==> config.mk <==
export PLATFORM = sky130hd
export DESIGN_NAME = button_debounce
export DESIGN_NICKNAME = d
export VERILOG_FILES = /design/src/rtl/button_debounce.sv
export SDC_FILE = /design/constraint.sdc
export NUM_CORES = 1
export LEC_CHECK = 0
export ABC_CLOCK_PERIOD_IN_PS = 1700
export CAP_MARGIN = 10
export CORE_ASPECT_RATIO = 1.25
export CORE_MARGIN = 3
export CORE_UTILIZATION = 35
export CTS_CLUSTER_DIAMETER = 200
export DETAILED_ROUTE_END_ITERATION = 16
export PLACE_DENSITY = 0.61
export REMOVE_ABC_BUFFERS = 1
export SETUP_SLACK_MARGIN = 0.02
export SYNTH_ARGS = -nofsm -noshare
export SYNTH_HDL_FRONTEND = slang
export SYNTH_SLANG_ARGS = --single-unit
==> constraint.sdc <==
create_clock -name clk -period 1.7 [get_ports clk]
set_input_delay 0.34 -clock clk [delete_from_list [all_inputs] [get_ports clk]]
set_output_delay 0.34 -clock clk [all_outputs]
set_load 0.01 [all_outputs]
==> src/rtl/button_debounce.sv <==
// -----------------------------------------------------------------------------
// button_debounce
//
// Conditions the raw push-button pad before it reaches vga_driver.button.
// The pad is synchronised through two flops, then a four-state FSM accepts a
// level change only after the synchronised input has held the new value for
// CNT_MAX consecutive counted cycles. The FSM produces a clean debounced level
// and one-cycle press/release pulses.
//
// Optional feature (macro BUTTON_DEBOUNCE_LONG_EN): a long-hold counter that
// fires a single btn_long pulse once the button has been in PRESSED for
// LONG_MAX cycles. When the macro is undefined, btn_long is tied to 0.
//
// Parameters
//   CNT_MAX   stable cycles required to accept a change (legal >= 2)
//   LONG_MAX  cycles in PRESSED before btn_long fires (macro build only)
//
// Ports
//   clk          in  pixel clock, shared with vga_driver
//   reset        in  asynchronous, active-low reset
//   btn_in       in  raw, asynchronous, bouncy button pad (1 = pressed)
//   btn_level    out debounced level, 1 in PRESSED and REL_WAIT
//   btn_press    out one-cycle pulse on accepted press
//   btn_release  out one-cycle pulse on accepted release
//   btn_long     out one-cycle pulse on long hold (0 without the macro)
// -----------------------------------------------------------------------------
module button_debounce #(
  parameter int CNT_MAX  = 500000,
  parameter int LONG_MAX = 25000000
) (
  input  logic clk,
  input  logic reset,
  input  logic btn_in,
  output logic btn_level,
  output logic btn_press,
  output logic btn_release,
  output logic btn_long
);

  // Ceiling log2; a value of 1 or less yields 0, widths are clamped below.
  function automatic int clog2(input int v);
    int r;
    r = 0;
    for (int i = 0; i < 31; i++) begin
      if ((1 << i) < v) r = i + 1;
    end
    return r;
  endfunction

  localparam int CNT_W = (clog2(CNT_MAX) < 1) ? 1 : clog2(CNT_MAX);
  localparam logic [CNT_W-1:0] CNT_LAST = CNT_W'(CNT_MAX - 1);
  localparam logic [CNT_W-1:0] CNT_ONE  = CNT_W'(1);

  typedef enum logic [1:0] {
    IDLE       = 2'd0,
    PRESS_WAIT = 2'd1,
    PRESSED    = 2'd2,
    REL_WAIT   = 2'd3
  } state_t;

  state_t           state_q;
  logic [CNT_W-1:0] cnt_q;
  logic             s1_q;
  logic             s2_q;
  logic             level_q;
  logic             press_q;
  logic             release_q;

  // Two-flop synchroniser; only s2_q is allowed into the FSM.
  always_ff @(posedge clk or negedge reset) begin
    if (!reset) begin
      s1_q <= 1'b0;
      s2_q <= 1'b0;
    end else begin
      s1_q <= btn_in;
      s2_q <= s1_q;
    end
  end

`ifdef BUTTON_DEBOUNCE_LONG_EN
  localparam int LONG_W = (clog2(LONG_MAX) < 1) ? 1 : clog2(LONG_MAX);
  localparam logic [LONG_W-1:0] LONG_LAST = LONG_W'(LONG_MAX - 1);
  localparam logic [LONG_W-1:0] LONG_ONE  = LONG_W'(1);

  logic [LONG_W-1:0] lcnt_q;
  logic              long_done_q;
  logic              long_q;
`endif

  // Debounce FSM. Pulses default low each cycle so they last exactly one clk;
  // the level register tracks whether the next state is PRESSED/REL_WAIT.
  always_ff @(posedge clk or negedge reset) begin
    if (!reset) begin
      state_q     <= IDLE;
      cnt_q       <= '0;
      level_q     <= 1'b0;
      press_q     <= 1'b0;
      release_q   <= 1'b0;
`ifdef BUTTON_DEBOUNCE_LONG_EN
      lcnt_q      <= '0;
      long_done_q <= 1'b0;
      long_q      <= 1'b0;
`endif
    end else begin
      press_q   <= 1'b0;
      release_q <= 1'b0;
`ifdef BUTTON_DEBOUNCE_LONG_EN
      long_q    <= 1'b0;
`endif
      case (state_q)
        IDLE: begin
          if (s2_q) begin
            state_q <= PRESS_WAIT;
            cnt_q   <= '0;
          end
        end

        PRESS_WAIT: begin
          if (!s2_q) begin
            // Glitch shorter than the stable window: drop it silently.
            state_q <= IDLE;
            cnt_q   <= '0;
          end else if (cnt_q == CNT_LAST) begin
            state_q <= PRESSED;
            cnt_q   <= '0;
            level_q <= 1'b1;
            press_q <= 1'b1;
`ifdef BUTTON_DEBOUNCE_LONG_EN
            lcnt_q  <= '0;
`endif
          end else begin
            cnt_q <= cnt_q + CNT_ONE;
          end
        end

        PRESSED: begin
`ifdef BUTTON_DEBOUNCE_LONG_EN
          // A falling s2 on the terminal cycle suppresses the long pulse.
          if (s2_q && (lcnt_q == LONG_LAST) && !long_done_q) begin
            long_q      <= 1'b1;
            long_done_q <= 1'b1;
          end
          if (lcnt_q != LONG_LAST) begin
            lcnt_q <= lcnt_q + LONG_ONE;
          end
`endif
          if (!s2_q) begin
            state_q <= REL_WAIT;
            cnt_q   <= '0;
          end
        end

        REL_WAIT: begin
          if (s2_q) begin
            // Release bounce: resume PRESSED with the hold counter intact.
            state_q <= PRESSED;
          end else if (cnt_q == CNT_LAST) begin
            state_q     <= IDLE;
            cnt_q       <= '0;
            level_q     <= 1'b0;
            release_q   <= 1'b1;
`ifdef BUTTON_DEBOUNCE_LONG_EN
            long_done_q <= 1'b0;
`endif
          end else begin
            cnt_q <= cnt_q + CNT_ONE;
          end
        end

        default: begin
          state_q <= IDLE;
          cnt_q   <= '0;
          level_q <= 1'b0;
        end
      endcase
    end
  end

  assign btn_level   = level_q;
  assign btn_press   = press_q;
  assign btn_release = release_q;

`ifdef BUTTON_DEBOUNCE_LONG_EN
  assign btn_long = long_q;
`else
  assign btn_long = 1'b0;
`endif

endmodule

==> results of run 1 <==
## metrics by stage
step                      TNS, ps  power (mW)
after CTS                  -306.5       1.237
final                      -140.0       1.242
after global placement      -2668      0.7155
after floorplan             -2107      0.6740
after global routing       -619.1       1.290
after detailed placement    -3066      0.7186
## placed cells by master, fill, tap and decap left out, types with 2 or more instances in the layout
master	instances
a21oi_1	3
a21oi_2	2
a22o_1	2
and4_4	2
buf_4	26
buf_6	6
clkbuf_8	3
clkdlybuf4s50_1	5
dfrtp_1	26
inv_1	2
nand2_1	9
nand3_1	5
nand3_2	2
nand4_4	2
nor2_1	15
nor2_4	4
nor3_1	3
nor4b_2	3
o21ai_0	2
xnor2_1	6
xor2_1	8
## critical path: stages, from the launching register on
cell and delay (ps):
dfrtp_1 370, ha_2 190, and4_4 230, buf_6 110
nand2_4 40, or2_1 230, or4b_1 480, nand3_2 80
## final timing paths
kind                           from   endpoint  slack, ps  depth (start not counted)
setup / recovery           cnt_q[1]  cnt_q[18]        -70                          7
hold / removal                 s1_q       s2_q        360                          0
setup reg to reg           cnt_q[1]  cnt_q[18]        -70                          7
hold reg to reg                s1_q       s2_q        360                          0
max in group asynchronous     reset  cnt_q[18]       1030                          2
min in group asynchronous     reset   cnt_q[1]        420                          2
## timing repair
action,CTS,global route
setup buffers,2,2
gates resized for setup,11,22
gates cloned,0,1
endpoints found under the setup margin,19,24
pin swaps,8,11
## cell type report
class	instances	area share [%]
Sequential cell	26	34.78
Tap cell	39	2.609
Multi-Input combinational cell	98	41.67
Clock inverter	1	1.605
Clock buffer	3	2.207
Inverter	2	0.4013
Timing Repair Buffer	37	16.72
## cell families after synthesis
family | share of synthesized area [%]
AND/OR/NAND/NOR | 28.16
flip-flops | 48.64
AO/OA/AOI/OAI | 9.168
XOR/XNOR | 9.168
buffers and inverters | 2.806
adder cells (fa/ha/maj) | 0.9353
other | 0.2804
multiplexers | 0.8418
## flip-flops by register name, summed over array words and instances (netlist names), named ones only
register     count
btn_level        1
btn_press        1
btn_release      1
cnt_q           19
s1_q             1
s2_q             1
state_q          1
## routing by layer
| metal | track usage, % | part of all wire, % | vias to the layer above |
|---|---|---|---|
| li1 | - | - | 532 |
| met2 | 23.29 | 51 | 8 |
| met1 | 18.08 | 45 | 536 |
| met4 | 3.855 | 0.84 | 0 |
| met5 | 0 | 0 | - |
| met3 | 4.117 | 2.5 | 5 |
## report_power, final
part / internal, mW / leakage, nW / switching [mW] / total, mW
combinational: 0.0402 / 0.468 / 0.0534 / 0.0936
sequential: 0.626 / 0.355 / 0.00632 / 0.632
clock: 0.315 / 0.0357 / 0.201 / 0.517
total: 0.981 / 0.858 / 0.261 / 1.24
==> summary.md, run 1 <==
* 0.8183 — RePlAce Congestion
* dfrtp_1 — Top FF cell, synth
* 4604 µm² — total die area
* 48.64% — portion of the post-synthesis area used by sequential elements
* 26 — clock net sink count
* 5 — PortBufs
* 779.5 µm² — footprint of the multi-input gates
* dfrtp_1 — most instantiated library cell after synthesis
* dfrtp_1 49%, xor2_1 5.2%, nor2_1 4.8% — largest cells by area after synthesis
* 37.43% — initial core utilization
* 650.6 µm² — Register Area
* 39.52% — share of cells above drive strength 1
* 7 — num ports
* complete, but fails checks — status
* 664.1 nW/µm² — Power per Cell Area
* flip-flop to flip-flop — type of the worst min-delay path
* 318 — number of filler instances in the final layout
* 0 — number of warnings printed during yosys synthesis
* 3 — worst-path maximum fanout
* flip-flop — type of destination of the critical path
* 48.64% — fraction of post-synthesis cell area in the top cell type by area
* 3 — number of setup violations in the final report
* 26 x dfrtp_1, 17 x nor2_1, 9 x nand2_1 — Synth top cells by count
* flip-flop — kind of start point of the critical path
* 197 — number of cells in the design after placement
* 0.8585 nW — static leakage
* 4 — first-pass iteration count of the detailed router
* 0 — initial antenna violation count
* 1990 ps — Worst EP arrival
* 14.19% — global router's overall resource usage
* 5.248 — Avg Vias per Cell
* 3573 µm² — core box area
* negative setup slack — violations in the final reports
* 26 — post-synthesis sequential element count
* 45 — post-synthesis cell type count
* 3 — number of buffers inserted during clock tree synthesis
* 130 — number of cells produced by synthesis
* 1083 — vias in the first global route
* 1.888 ps — Setup Skew
* dfrtp_1 — biggest area consumer among synthesized cells
* 75.12 µm — die boundary height
* 1 — maximum level of the CTS H-tree
* 0 — post-cts hold buffer count
* 1920 ps — required time of the critical path
* 100.0% — proportion of synthesized flip-flops having asynchronous set or reset
* true — unrepaired setup endpoints after global routing
* 2.023 mm — detailed placer's ending HPWL
* yes — TritonCTS clock tree
* 1871 µm² — area of all placed cells without fillers
* 61.29 µm — horizontal die dimension
* 0 — final hold violations
* 172 — nets@finish
* -74.94 ps — worst setup margin
* 0 — reported max-cap violation count
* 0 — total congestion overflow after global routing
* 0 — count of final max-slew check failures
* 2 — number of buffers on the longest clock path
* 0 — Post-DRT Antenna Nets
* 0.6297 mV — VDD IR-drop max
* 1617 µm² — placed inst area
* 0 — # diodes
* 0 — DRC violations left
* 1775 ps — time the worst path needs with I/O delays and setup
* 27 — pin count of the biggest net entering global routing
* 206 — final instance count without filler cells
* 90 ps — Clk pin slew, worst setup/hold paths
* 39.85% — Area Growth Syn to Fin
* 362.9 ps — hold slack
* -249.8 ps — post-placement setup slack
* 1338 µm² — total standard cell area after synthesis
* 24 — placement row count
* 52.35% — final core utilization
* 270 ps — Clk Latency, worst-skew pair
* clkbuf_8 — clk root buf
* 0 — number of synthesized flops with an enable pin
* 2.979 mm — routed wire length
* 104.4% — post-route fraction of the period consumed by the critical path
* 10.29 µm² — average footprint of a synthesized cell
* 4.857 mm — global-route wire length before repair
* 47 — drt initial violations
* 1081 — routed via count
* 0.5634 GHz — upper clock frequency limit
* 14.46 µm — routed wirelength normalized by instance count
* flip-flop to flip-flop — Crit Path Class
Power figures use the tool's default switching activity.
==> run 2: changes to the inputs <==
--- a/config.mk
+++ b/config.mk
@@ -5,7 +5,7 @@
 export SDC_FILE = /design/constraint.sdc
 export NUM_CORES = 1
 export LEC_CHECK = 0
-export ABC_CLOCK_PERIOD_IN_PS = 1700
+export ABC_CLOCK_PERIOD_IN_PS = 1500
 export CAP_MARGIN = 10
 export CORE_ASPECT_RATIO = 1.25
 export CORE_MARGIN = 3
==> constraint.sdc (replaced) <==
create_clock -name clk -period 1.5 [get_ports clk]
set_input_delay 0.3 -clock clk [delete_from_list [all_inputs] [get_ports clk]]
set_output_delay 0.3 -clock clk [all_outputs]
set_load 0.01 [all_outputs]
==> run 2 against run 1 <==
  * The run still ends with negative setup slack left
  * Design area grew 2.7%
  * Sequential power increased by 13%
  * Die area is the same
  * Clock power shrank 13%
  * Final cell count up 3.9%
  * Non-clock buffer count grew 9
  * Flip-flop and latch count unchanged
  * Register-to-register slack got worse by 190 ps
  * Sequential share of layout area shrank 0.91 points
  * Global-route usage is 1.4 points higher
  * Clock skew about the same
  * Critical path type unchanged
==> summary.md, run 2 (synthesis gave the netlist of run 1 again) <==
* complete, but fails checks — status, unchanged
* negative setup slack — violations in the final reports, unchanged
* 180 — nets@finish, was 172
* 0 — total congestion overflow after global routing, unchanged
* 36 x buf_4, 26 x dfrtp_1, 15 x nor2_1 — most frequent cells in the layout, was 26 x dfrtp_1, 26 x buf_4, 15 x nor2_1
* 1684 µm² — placed inst area, was 1617 µm²
* 24 — placement row count, unchanged
* 27 — drt initial violations, was 47
* 44.00% — share of cells above drive strength 1, was 39.52%
* 0 — # diodes, unchanged
* 37.43% — initial core utilization, unchanged
* 650.6 µm² — Register Area, unchanged
* 1921 µm² — area of all placed cells without fillers, was 1871 µm²
* 14.63 µm — routed wirelength normalized by instance count, was 14.46 µm
* flip-flop to flip-flop — Crit Path Class, unchanged
* 2.021 ps — Setup Skew, was 1.888 ps
* buf_4 — most common cell after layout, fill and taps aside
* 117.5% — post-route fraction of the period consumed by the critical path, was 104.4%
* clkbuf_8 — clk root buf, unchanged
* 0.5675 GHz — upper clock frequency limit, was 0.5634 GHz
* 0.5229 mV — VDD IR-drop max, was 0.6297 mV
* 663.2 nW/µm² — Power per Cell Area, was 664.1 nW/µm²
* 2 — worst-path maximum fanout, was 3
* flip-flop to flip-flop — type of the worst min-delay path, unchanged
* 2.257 mm — detailed placer's ending HPWL, was 2.023 mm
* 0 — Post-DRT Antenna Nets, unchanged
* 27 — pin count of the biggest net entering global routing, unchanged
* 1 — maximum level of the CTS H-tree, unchanged
* cnt_q — most flop-heavy register, unchanged
* -262.3 ps — worst setup margin, was -74.94 ps
* -510.1 ps — post-placement setup slack, was -249.8 ps
* 0 — final hold violations, unchanged
* 90 ps — Clk pin slew, worst setup/hold paths, about the same
* 61.29 µm — horizontal die dimension, unchanged
* 3.131 mm — routed wire length, was 2.979 mm
* flip-flop — kind of start point of the critical path, unchanged
* 23 — number of setup violations in the final report, was 3
* 3573 µm² — core box area, unchanged
* 206 — number of cells in the design after placement, was 197
* 26 — clock net sink count, unchanged
* 4 — first-pass iteration count of the detailed router, unchanged
* 53.75% — final core utilization, was 52.35%
* 15.56% — global router's overall resource usage, was 14.19%
* 1762 ps — time the worst path needs with I/O delays and setup, was 1775 ps
* 0 — count of final max-slew check failures, unchanged
* 5.182 — Avg Vias per Cell, was 5.248
* 2 — number of buffers on the longest clock path, unchanged
* 0.7780 — RePlAce Congestion, was 0.8183
* 0 — initial antenna violation count, unchanged
* 774.5 µm² — footprint of the multi-input gates, was 779.5 µm²
* 5 — PortBufs, unchanged
* 19 — number of flip-flops in the largest register, unchanged
* flip-flop — type of destination of the critical path, unchanged
* 43.59% — Area Growth Syn to Fin, was 39.85%
* 3 — number of buffers inserted during clock tree synthesis, unchanged
* 4604 µm² — total die area, unchanged
* 0.9077 nW — static leakage, was 0.8585 nW
* true — unrepaired setup endpoints after global routing, unchanged
* 356.2 ps — hold slack, was 362.9 ps
* 7 — num ports, unchanged
* 270 ps — Clk Latency, worst-skew pair, about the same
* yes — TritonCTS clock tree, unchanged
* 1970 ps — Worst EP arrival, was 1990 ps
* 0 — reported max-cap violation count, unchanged
* 0 — DRC violations left, unchanged
* 75.12 µm — die boundary height, unchanged
* 1199 — vias in the first global route, was 1083
* 5.333 mm — global-route wire length before repair, was 4.857 mm
* 1710 ps — required time of the critical path, was 1920 ps
* 1109 — routed via count, was 1081
* 313 — number of filler instances in the final layout, was 318
* 214 — final instance count without filler cells, was 206
run 2: critical path: stages, from the launching register on:
cell,delay [ps]
dfrtp_1,360
ha_2,190
and4_4,220
buf_6,100
nand2_4,40
or2_1,240
or4b_1,470
nand3_1,80
run 2: per-layer routing:
| metal | up-vias | wire length, µm | global-route usage [%] |
|---|---|---|---|
| met5 | - | 0 | 0 |
| met4 | 0 | 39 | 5.060 |
| met3 | 4 | 41 | 2.573 |
| met2 | 5 | 1665 | 26.94 |
| met1 | 556 | 1384 | 19.36 |
| li1 | 544 | - | - |
run 2: area by class of cell:
type	instances	share of cell area [%]
inverters	2	0.3909
well taps	39	2.541
repair buffers	46	20.00
multi-input cells	97	40.33
clock buffers	4	2.866
flip-flops and latches	26	33.88
run 2: power by group:
part           switching (mW)  total, mW  internal, mW
logic                  0.0588      0.110        0.0508
clock network           0.214      0.448         0.234
registers             0.00699      0.716         0.709
run 2: worst paths after layout:
path | cells past startpoint | slack, ps | startpoint | end
hold / removal | 0 | 360 | s1_q | s2_q
min in group asynchronous | 2 | 400 | reset | cnt_q[1]
hold reg to reg | 0 | 360 | s1_q | s2_q
setup / recovery | 7 | -260 | cnt_q[1] | cnt_q[18]
max in group asynchronous | 2 | 840 | reset | state_q[0]
setup reg to reg | 7 | -260 | cnt_q[1] | cnt_q[18]
run 2: stage by stage:
| stage | total power [mW] | setup TNS [ps] |
|---|---|---|
| floorplan | 0.7639 | -5459 |
| global placement | 0.8155 | -6673 |
| detailed placement | 0.8198 | -8193 |
| CTS | 1.295 | -4193 |
| global route | 1.328 | -5388 |
| finish | 1.274 | -3726 |
run 2: repair_timing:
item | 4_1_cts | 5_1_grt
buffers inserted | 4 | 0
gates cloned | 0 | 0
endpoints found under the setup margin | 24 | 24
gates resized for setup | 28 | 6
pin swaps | 11 | 8
hold buffers | 0 | 0
